File: config.mk
export PLATFORM = sky130hd
export DESIGN_NAME = snoop_responder
export DESIGN_NICKNAME = d
export VERILOG_FILES = /design/src/rtl/snoop_responder.sv
export SDC_FILE = /design/constraint.sdc
export NUM_CORES = 1
export LEC_CHECK = 0
export CAP_MARGIN = 25
export CORE_ASPECT_RATIO = 0.9
export CORE_MARGIN = 2
export CORE_UTILIZATION = 55
export DETAILED_ROUTE_END_ITERATION = 8
export MAX_ROUTING_LAYER = met4
export PLACE_DENSITY_LB_ADDON = 0.25
export SLEW_MARGIN = 20
export SYNTH_ARGS = -nofsm -noshare
export SYNTH_HDL_FRONTEND = slang
export SYNTH_SLANG_ARGS = --single-unit
File: constraint.sdc
create_clock -name clock -period 3.25 [get_ports clock]
set_input_delay 0.65 -clock clock [delete_from_list [all_inputs] [get_ports clock]]
set_output_delay 0.65 -clock clock [all_outputs]
set_load 0.02 [all_outputs]
File: src/rtl/snoop_responder.sv
// -----------------------------------------------------------------------------
// snoop_responder
//
// Per-cache snoop agent for an MSI snooping coherence protocol. Holds one
// direct-mapped cache's tag/state/data arrays and services one bus message at
// a time (write miss, read miss, invalidate). A snoop hit on a Modified line
// (read or write miss) writes the dirty line back to memory over a req/ack
// handshake before the message is acknowledged.
//
// Ports
//   clock, resetn           : rising-edge clock, asynchronous active-low reset
//   bus_valid/bus_ready     : bus message handshake (transfer on both high)
//   bus_msg/src/tag/index   : message type, issuing CPU, address tag, line index
//   snoop_done/hit/flush    : one-cycle completion pulse with hit / write-back
//   wb_req/tag/data, wb_ack : write-back request to memory and its acceptance
//   loc_ready, loc_we, loc_*: local install/update port (only in IDLE)
//   rd_index, rd_*          : combinational line readout
//   proto_err               : sticky, invalidate seen for a Modified line
// -----------------------------------------------------------------------------
module snoop_responder #(
  parameter int MY_ID  = 0,
  parameter int TAG_W  = 3,
  parameter int DATA_W = 16,
  parameter int IDX_W  = 2
) (
  input  logic              clock,
  input  logic              resetn,
  // bus message port
  input  logic              bus_valid,
  output logic              bus_ready,
  input  logic [1:0]        bus_msg,
  input  logic [1:0]        bus_src,
  input  logic [TAG_W-1:0]  bus_tag,
  input  logic [IDX_W-1:0]  bus_index,
  // completion
  output logic              snoop_done,
  output logic              snoop_hit,
  output logic              snoop_flush,
  // write-back to memory
  output logic              wb_req,
  output logic [TAG_W-1:0]  wb_tag,
  output logic [DATA_W-1:0] wb_data,
  input  logic              wb_ack,
  // local write port
  output logic              loc_ready,
  input  logic              loc_we,
  input  logic [IDX_W-1:0]  loc_index,
  input  logic [TAG_W-1:0]  loc_tag,
  input  logic [1:0]        loc_state,
  input  logic [DATA_W-1:0] loc_data,
  // readout
  input  logic [IDX_W-1:0]  rd_index,
  output logic [TAG_W-1:0]  rd_tag,
  output logic [1:0]        rd_state,
  output logic [DATA_W-1:0] rd_data,
  // sticky protocol error
  output logic              proto_err
);

  localparam int LINES = 1 << IDX_W;

  // Line coherence states; 2'b11 is never stored.
  localparam logic [1:0] ST_I = 2'b00;
  localparam logic [1:0] ST_S = 2'b01;
  localparam logic [1:0] ST_M = 2'b10;

  // Bus message encodings.
  localparam logic [1:0] MSG_WRITE_MISS = 2'b00;
  localparam logic [1:0] MSG_READ_MISS  = 2'b01;
  localparam logic [1:0] MSG_INVALIDATE = 2'b10;
  localparam logic [1:0] MSG_NA         = 2'b11;

  localparam logic [1:0] MY_SRC = MY_ID[1:0];

  typedef enum logic [1:0] {
    IDLE    = 2'b00,
    LOOKUP  = 2'b01,
    WB_WAIT = 2'b10,
    DONE    = 2'b11
  } fsm_t;

  fsm_t fsm;

  logic [TAG_W-1:0]  tag_mem   [LINES];
  logic [1:0]        state_mem [LINES];
  logic [DATA_W-1:0] data_mem  [LINES];

  // Captured message, stable for the whole transaction.
  logic [1:0]       cap_msg;
  logic [1:0]       cap_src;
  logic [TAG_W-1:0] cap_tag;
  logic [IDX_W-1:0] cap_index;

  logic lookup_hit;

  // Local writes win over bus messages in the same IDLE cycle.
  assign bus_ready = (fsm == IDLE) && !loc_we;
  assign loc_ready = (fsm == IDLE);

  assign rd_tag   = tag_mem[rd_index];
  assign rd_state = state_mem[rd_index];
  assign rd_data  = data_mem[rd_index];

  assign lookup_hit = (cap_src != MY_SRC) && (cap_msg != MSG_NA) &&
                      (tag_mem[cap_index] == cap_tag) &&
                      (state_mem[cap_index] != ST_I);

  // NOTE: all state uses non-blocking assignments so every register samples
  // pre-edge values, regardless of statement order inside the block.
  always_ff @(posedge clock or negedge resetn) begin
    if (!resetn) begin
      fsm         <= IDLE;
      cap_msg     <= MSG_WRITE_MISS;
      cap_src     <= '0;
      cap_tag     <= '0;
      cap_index   <= '0;
      snoop_done  <= 1'b0;
      snoop_hit   <= 1'b0;
      snoop_flush <= 1'b0;
      wb_req      <= 1'b0;
      wb_tag      <= '0;
      wb_data     <= '0;
      proto_err   <= 1'b0;
      // NOTE: the line arrays are tiny register files whose reset contents
      // (all lines Invalid) are architecturally visible, so they are reset
      // here rather than mapped to an unresettable RAM.
      for (int i = 0; i < LINES; i++) begin
        tag_mem[i]   <= '0;
        state_mem[i] <= ST_I;
        data_mem[i]  <= '0;
      end
    end else begin
      case (fsm)
        IDLE: begin
          if (loc_we) begin
            tag_mem[loc_index]   <= loc_tag;
            data_mem[loc_index]  <= loc_data;
            // The unused encoding is folded to Invalid on install.
            state_mem[loc_index] <= (loc_state == 2'b11) ? ST_I : loc_state;
          end else if (bus_valid) begin
            cap_msg   <= bus_msg;
            cap_src   <= bus_src;
            cap_tag   <= bus_tag;
            cap_index <= bus_index;
            fsm       <= LOOKUP;
          end
        end

        LOOKUP: begin
          if (!lookup_hit) begin
            snoop_hit   <= 1'b0;
            snoop_flush <= 1'b0;
            snoop_done  <= 1'b1;
            fsm         <= DONE;
          end else if (state_mem[cap_index] == ST_M) begin
            if (cap_msg == MSG_INVALIDATE) begin
              // Another cache cannot legally upgrade while we own the line
              // dirty; record it, drop the line, but do not write it back.
              state_mem[cap_index] <= ST_I;
              proto_err            <= 1'b1;
              snoop_hit            <= 1'b1;
              snoop_flush          <= 1'b0;
              snoop_done           <= 1'b1;
              fsm                  <= DONE;
            end else begin
              wb_req  <= 1'b1;
              wb_tag  <= tag_mem[cap_index];
              wb_data <= data_mem[cap_index];
              fsm     <= WB_WAIT;
            end
          end else begin
            // Shared hit: read miss keeps the copy, anything else drops it.
            if (cap_msg != MSG_READ_MISS) begin
              state_mem[cap_index] <= ST_I;
            end
            snoop_hit   <= 1'b1;
            snoop_flush <= 1'b0;
            snoop_done  <= 1'b1;
            fsm         <= DONE;
          end
        end

        WB_WAIT: begin
          if (wb_ack) begin
            wb_req               <= 1'b0;
            state_mem[cap_index] <= (cap_msg == MSG_READ_MISS) ? ST_S : ST_I;
            snoop_hit            <= 1'b1;
            snoop_flush          <= 1'b1;
            snoop_done           <= 1'b1;
            fsm                  <= DONE;
          end
        end

        DONE: begin
          snoop_done  <= 1'b0;
          snoop_hit   <= 1'b0;
          snoop_flush <= 1'b0;
          fsm         <= IDLE;
        end

        default: fsm <= IDLE;
      endcase
    end
  end

endmodule

==> impl_results.md, run 1 <==
* GP Congestion at 0.851
* First-pass GRT wire length at 21.9 mm
* Die ar. at 11700 µm²
* Slew @ Worst Pin at 0.703 ns
* Vias per cell at 6.11
* Sequential share of power at 33.6%
* Syn_nets at 447
* WL final at 13.6 mm
* Vias in the first global route at 4070
* Initial cell density of the core at 55.8%
* Overflow after GRT at 0
* TNS Setup at 0 ns
* Crit path max fanout at 12
* Core area at 10700 µm²
* Sw Ratio at 33.4%
* Top cell type's share of synthesized area at 49.7%
* Clk network pwr share at 24.4%
* Peak VDD IR at 0.622 mV
* Drt first pass iters at 4
* I/O pin cnt at 86
* Relative slew slack at 53.1%
* CP Class: flip-flop to output port
* Post-route ant nets at 0
* Lkg Pwr at 3.30 nW
* DR DRC count at 0
* Initial antenna violation count at 0
* Die Height at 103 µm
* Register area share after synthesis at 49.7%
* Final hold vios at 0
* CTS clock-pin slew for the worst setup and hold paths at 0.06 ns
* Finished Layout Cells at 646
* Synth area leaders: dfrtp_1, mux2_2, mux4_2, nand2_1, ha_1
* Max Clk Rate at 331 MHz
* Die Width at 114 µm
* Layout area overhead at 29.0%
* Yosys reg bits at 119
* Antenna diodes at 0
* CTS Buffer Depth at 2
* Max Cap Viol at 0
* Worst skew pair latency at 0.42 ns
* # hold bufs at CTS at 0
* Critical path startpoint category: flip-flop
* Synth async-reset ratio at 100%
* Post-Syn Area at 5990 µm²
* Final setup fails at 0
* Placed insts at 614
* Clock Sinks at 119
* P_int at 5.52 mW
* Buffers on Ports at 85
* GRT Util Overall at 26.1%
* Pwr/cell area at 1070 nW/µm²
* Tmin final at 3.02 ns
* CTS tree: done
* Commonest cells after routing, fill and taps aside: dfrtp_1, mux2_2, clkdlybuf4s50_1
* Via Count at 3945
* Fraction of layout cells with a size suffix above 1 at 38.6%
* WP data arrival at 2.37 ns
* Slew Viols, Final at 0
* Syn Area/Cell at 14.9 µm²
* # rows at 36
* Htree depth at 4
* Predominant post-synthesis flop cell: dfrtp_1
* CTS Root Buffer Type: clkbuf_16
* Synth unique cells at 41
* DR WL/cell at 21.1 µm
* Drt first-iter violations at 186
* Status: finished clean
* Worst Skew at 0.0262 ns
* Ratio of final minimum period to clock period at 93.0%
* Yosys warns at 0
* Post-CTS resize count at 0
* Post-synth EDFFs at 0
* Logic pwr share at 42.0%
* Post-Synthesis Cells at 403
* Largest net degree at the start of global routing at 66
* Worst hold path class: primary input to asynchronous set/reset pin
* WP data required at 2.60 ns
* Inserted Clock Buffers at 17
* RSZ-0062 raised after global routing: false
* Dpl hpwl at 8.99 mm
* Nets at 544
* Setup bufs post-CTS at 0
* Sw Pwr at 2.76 mW
* Synth area leader: dfrtp_1
* Endpoint type of the worst setup path: output port
* Leading cell type in the layout, fill and taps excluded: dfrtp_1
==> synthesized netlist by cell type (all sizes together), types with 3 or more instances <==
master / instances
nand2b: 4
ha: 5
a21oi: 3
mux2: 107
nor3: 3
mux2i: 4
nand2: 18
inv: 6
o31ai: 5
dfrtp: 119
o21ai: 8
mux4: 42
a31oi: 3
o22ai: 4
nor2b: 10
nor2: 12
buf: 10
clkbuf: 12
o22a: 6
xor2: 3
==> state kept, by name, summed over array words and instances (netlist names) <==
signal and flops:
tag_mem 12, data_mem 64, wb_tag 3, cap_index 2
fsm 2, snoop_flush 1, proto_err 1, cap_tag 3
cap_src 2, cap_msg 2, snoop_done 1, wb_data 16
wb_req 1, snoop_hit 1, state_mem 8
==> cell families (layout without fill, tap and decap cells) <==
group	Yosys count	in the layout	share of synthesized area [%]
AO/OA/AOI/OAI	39	39	4.77
XOR/XNOR	3	3	0.439
adder cells (fa/ha/maj)	5	5	1.05
buffers and inverters	28	138	2.30
flip-flops	119	119	49.7
multiplexers	153	153	36.8
AND/OR/NAND/NOR	56	56	4.91
==> power by group through the flow <==
stage | registers (mW) | logic (mW) | clock network (mW)
2_1_floorplan | 2.65 | 2.43 | 0
3_3_place_gp | 2.75 | 3.36 | 0
3_5_place_dp | 2.77 | 3.45 | 0
4_1_cts | 2.77 | 3.50 | 2.06
5_1_grt | 2.88 | 3.74 | 2.13
6_report | 2.78 | 3.48 | 2.02
==> worst max-delay path, stage by stage, from the launching register on <==
cell             delay [ns]
dfrtp_1                0.45
inv_1                  0.13
ha_1                   0.41
nor2b_1                0.32
clkdlybuf4s50_1        0.66
==> per-stage QoR <==
| stage | power (mW) | util (%) | hold slack [ns] | setup WS [ns] | instance area [µm²] |
|---|---|---|---|---|---|
| finish | 8.28 | 72.0 | 0.271 | 0.226 | 7720 |
| global route | 8.75 | 72.0 | 0.320 | 0.0468 | 7720 |
| CTS | 8.33 | 72.0 | 0.293 | 0.206 | 7720 |
| detailed placement | 6.23 | 65.9 | 0.471 | 0.346 | 7070 |
| global placement | 6.11 | 65.9 | 0.461 | 0.338 | 7070 |
| floorplan | 5.08 | - | 0.354 | 0.776 | 5990 |
==> worst paths after layout <==
check	startpoint	end	slack, ns	cells past startpoint
max in group asynchronous	resetn	cap_index[0]	2.15	2
max reg2reg	cap_index[0]	snoop_hit	0.35	8
min reg2reg	proto_err	proto_err	0.48	1
min	resetn	wb_data[5]	0.27	1
min in group clock	proto_err	proto_err	0.48	1
max	fsm[0]	bus_ready	0.23	4
==> layer usage <==
| metal | GRT usage (%) | wire (µm) |
|---|---|---|
| met5 | - | 0 |
| met4 | 8.82 | 134 |
| met3 | 7.23 | 750 |
| met2 | 39.1 | 6640 |
| met1 | 34.8 | 6090 |
==> area by class of cell <==
| cell class | instances | area [µm²] |
|---|---|---|
| clock buffers | 21 | 480 |
| clock inverters | 11 | 169 |
| fillers | 706 | 3000 |
| inverters | 6 | 22.5 |
| multi-input cells | 256 | 2870 |
| flip-flops and latches | 119 | 2980 |
| well taps | 133 | 166 |
| repair buffers | 100 | 1030 |
Power figures use the tool's default switching activity.
==> run 2: changes to the inputs <==
--- a/config.mk
+++ b/config.mk
@@ -16,3 +16,4 @@
 export SYNTH_ARGS = -nofsm -noshare
 export SYNTH_HDL_FRONTEND = slang
 export SYNTH_SLANG_ARGS = --single-unit
+export TNS_END_PERCENT = 20
==> constraint.sdc (replaced) <==
create_clock -name clock -period 3.1 [get_ports clock]
set_input_delay 0.62 -clock clock [delete_from_list [all_inputs] [get_ports clock]]
set_output_delay 0.62 -clock clock [all_outputs]
set_load 0.02 [all_outputs]
==> impl_results.md, run 2 (synthesis results as in run 1) <==
* Status: finished clean (unchanged)
* Pwr/cell area at 1120 nW/µm² (was 1070 nW/µm²)
* Slew Viols, Final at 0 (unchanged)
* Slew @ Worst Pin at 0.729 ns (was 0.703 ns)
* Placed insts at 617 (was 614)
* Layout area overhead at 27.8% (was 29.0%)
* Max Clk Rate at 346 MHz
* Endpoint type of the worst setup path: output port (unchanged)
* Reg2Reg Setup Slack at 0.25 ns (was 0.35 ns)
* I/O pin cnt at 86 (unchanged)
* CTS clock-pin slew for the worst setup and hold paths at 0.06 ns (about the same)
* Sw Ratio at 34.7% (was 33.4%)
* CP Class: primary input to output port (was flip-flop to output port)
* Vias per cell at 6.21 (was 6.11)
* Fillers at 721 (was 706)
* Nets at 547 (was 544)
* Reg2reg start: cap_index[0] (unchanged)
* Setup bufs post-CTS at 0 (unchanged)
* WL final at 14.3 mm (was 13.6 mm)
* Tmin final at 2.89 ns
* GRT Util Overall at 27.2% (was 26.1%)
* Setup ws final at 0.210 ns (was 0.226 ns)
* Die Height at 103 µm (unchanged)
* # rows at 36 (unchanged)
* Vias in the first global route at 4173 (was 4070)
* DR WL/cell at 22.1 µm (was 21.1 µm)
* CTS tree: done (unchanged)
* Final core occ at 71.4% (was 72.0%)
* CP Capture Point: rd_data[2] (was bus_ready)
* Drt first pass iters at 5 (was 4)
* Core area at 10700 µm² (unchanged)
* WP data arrival at 2.27 ns (was 2.37 ns)
* Final hold vios at 0 (unchanged)
* Die ar. at 11700 µm² (unchanged)
* Inserted Clock Buffers at 17 (unchanged)
* CTS Root Buffer Type: clkbuf_16 (unchanged)
* Antenna diodes at 0 (unchanged)
* Max Cap Viol at 0 (unchanged)
* P_int at 5.60 mW (was 5.52 mW)
* RSZ-0062 raised after global routing: false (unchanged)
* Area after DPL at 7050 µm² (was 7070 µm²)
* Via Count at 4028 (was 3945)
* Crit path from: rd_index[1] (was fsm[0])
* Logic pwr share at 43.3% (was 42.0%)
* Crit path max fanout at 21 (was 12)
* Commonest cells after routing, fill and taps aside: dfrtp_1, mux2_2, clkdlybuf4s50_1 (unchanged)
* Leading cell type in the layout, fill and taps excluded: dfrtp_1 (unchanged)
* Peak VDD IR at 0.660 mV (was 0.622 mV)
* Buffers on Ports at 85 (unchanged)
* Worst Skew at 0.0104 ns (was 0.0262 ns)
* Worst skew pair latency at 0.42 ns (about the same)
* Post-route ant nets at 0 (unchanged)
* Worst hold path class: primary input to asynchronous set/reset pin (unchanged)
* Sw Pwr at 2.98 mW (was 2.76 mW)
* Critical path startpoint category: primary input (was flip-flop)
* Largest net degree at the start of global routing at 66 (unchanged)
* Initial cell density of the core at 55.8% (unchanged)
* Ratio of final minimum period to clock period at 93.2%
* Relative slew slack at 51.4% (was 53.1%)
* Design Power at 8.57 mW (was 8.28 mW)
* Largest register by flop count: data_mem (unchanged)
* Dpl hpwl at 9.07 mm (was 8.99 mm)
* Largest register FFs at 64 (unchanged)
* Post-place setup slack at 0.0240 ns (was 0.346 ns)
* CTS Buffer Depth at 2 (unchanged)
* Worst R2R End: snoop_hit (unchanged)
* Clk network pwr share at 22.9% (was 24.4%)
* Die Width at 114 µm (unchanged)
* WP data required at 2.48 ns (was 2.60 ns)
* Fraction of layout cells with a size suffix above 1 at 39.1% (was 38.6%)
* Lkg Pwr at 3.26 nW (was 3.30 nW)
* Final setup fails at 0 (unchanged)
* TNS Setup at 0 ns (unchanged)
* # hold bufs at CTS at 0 (unchanged)
* First-pass GRT wire length at 22.8 mm (was 21.9 mm)
* Biggest regs: data_mem x64, wb_data x16, tag_mem x12 (unchanged)
* GP Congestion at 0.842 (was 0.851)
* DR DRC count at 0 (unchanged)
* Overflow after GRT at 0 (unchanged)
* Finished Cell Area at 7650 µm² (was 7720 µm²)
* FF/Latch Area at 2980 µm² (unchanged)
* Drt first-iter violations at 234 (was 186)
* Initial antenna violation count at 0 (unchanged)
* Sequential share of power at 33.8% (was 33.6%)
* Min Hold Slack at 0.257 ns (was 0.271 ns)
* Area of the multi-input gates at 2880 µm² (was 2870 µm²)
* Finished Layout Cells at 649 (was 646)
* FF-to-FF path depth at 8 (unchanged)
* Clock Sinks at 119 (unchanged)
* Htree depth at 4 (unchanged)
* Post-CTS resize count at 0 (unchanged)
run 2: worst min-delay path by stage:
stage	startpoint	to	slack (ns)	cells after the start
2_1_floorplan	resetn	cap_index[0]	0.32	0
3_3_place_gp	wb_data[3]	wb_data[3]	0.47	1
3_5_place_dp	proto_err	proto_err	0.48	1
4_1_cts	resetn	wb_data[5]	0.27	1
5_1_grt	resetn	wb_data[5]	0.29	1
6_report	resetn	wb_data[5]	0.26	1
run 2: power groups by stage:
stage	Clock [mW]	Combinational, mW	Sequential (mW)
after floorplan	0	2.55	2.77
after global placement	0	3.57	2.82
after detailed placement	0	3.66	2.88
after CTS	1.99	3.72	2.90
after global routing	2.08	3.98	3.00
final	1.96	3.71	2.90
run 2: metal layers:
metal	routed length, µm	GRT usage, %	up-vias
met5	0	-	-
met4	272	8.82	0
met3	867	7.35	30
met2	7230	42.4	165
met1	5960	35.3	2083
li1	-	-	1750
run 2: layout make-up:
class                      instances  area share, %
clock buffer                      20           6.10
tap                              133           2.17
sequential                       119           38.9
multi-input combinational        256           37.6
inverter                           6          0.294
clock inverter                    12           1.64
timing repair buffer             103           13.3
run 2: worst max-delay path, cell delays in order:
cell	delay [ns]
clkdlybuf4s50_1	0.51
buf_12	0.20
mux4_2	0.36
clkdlybuf4s50_1	0.56
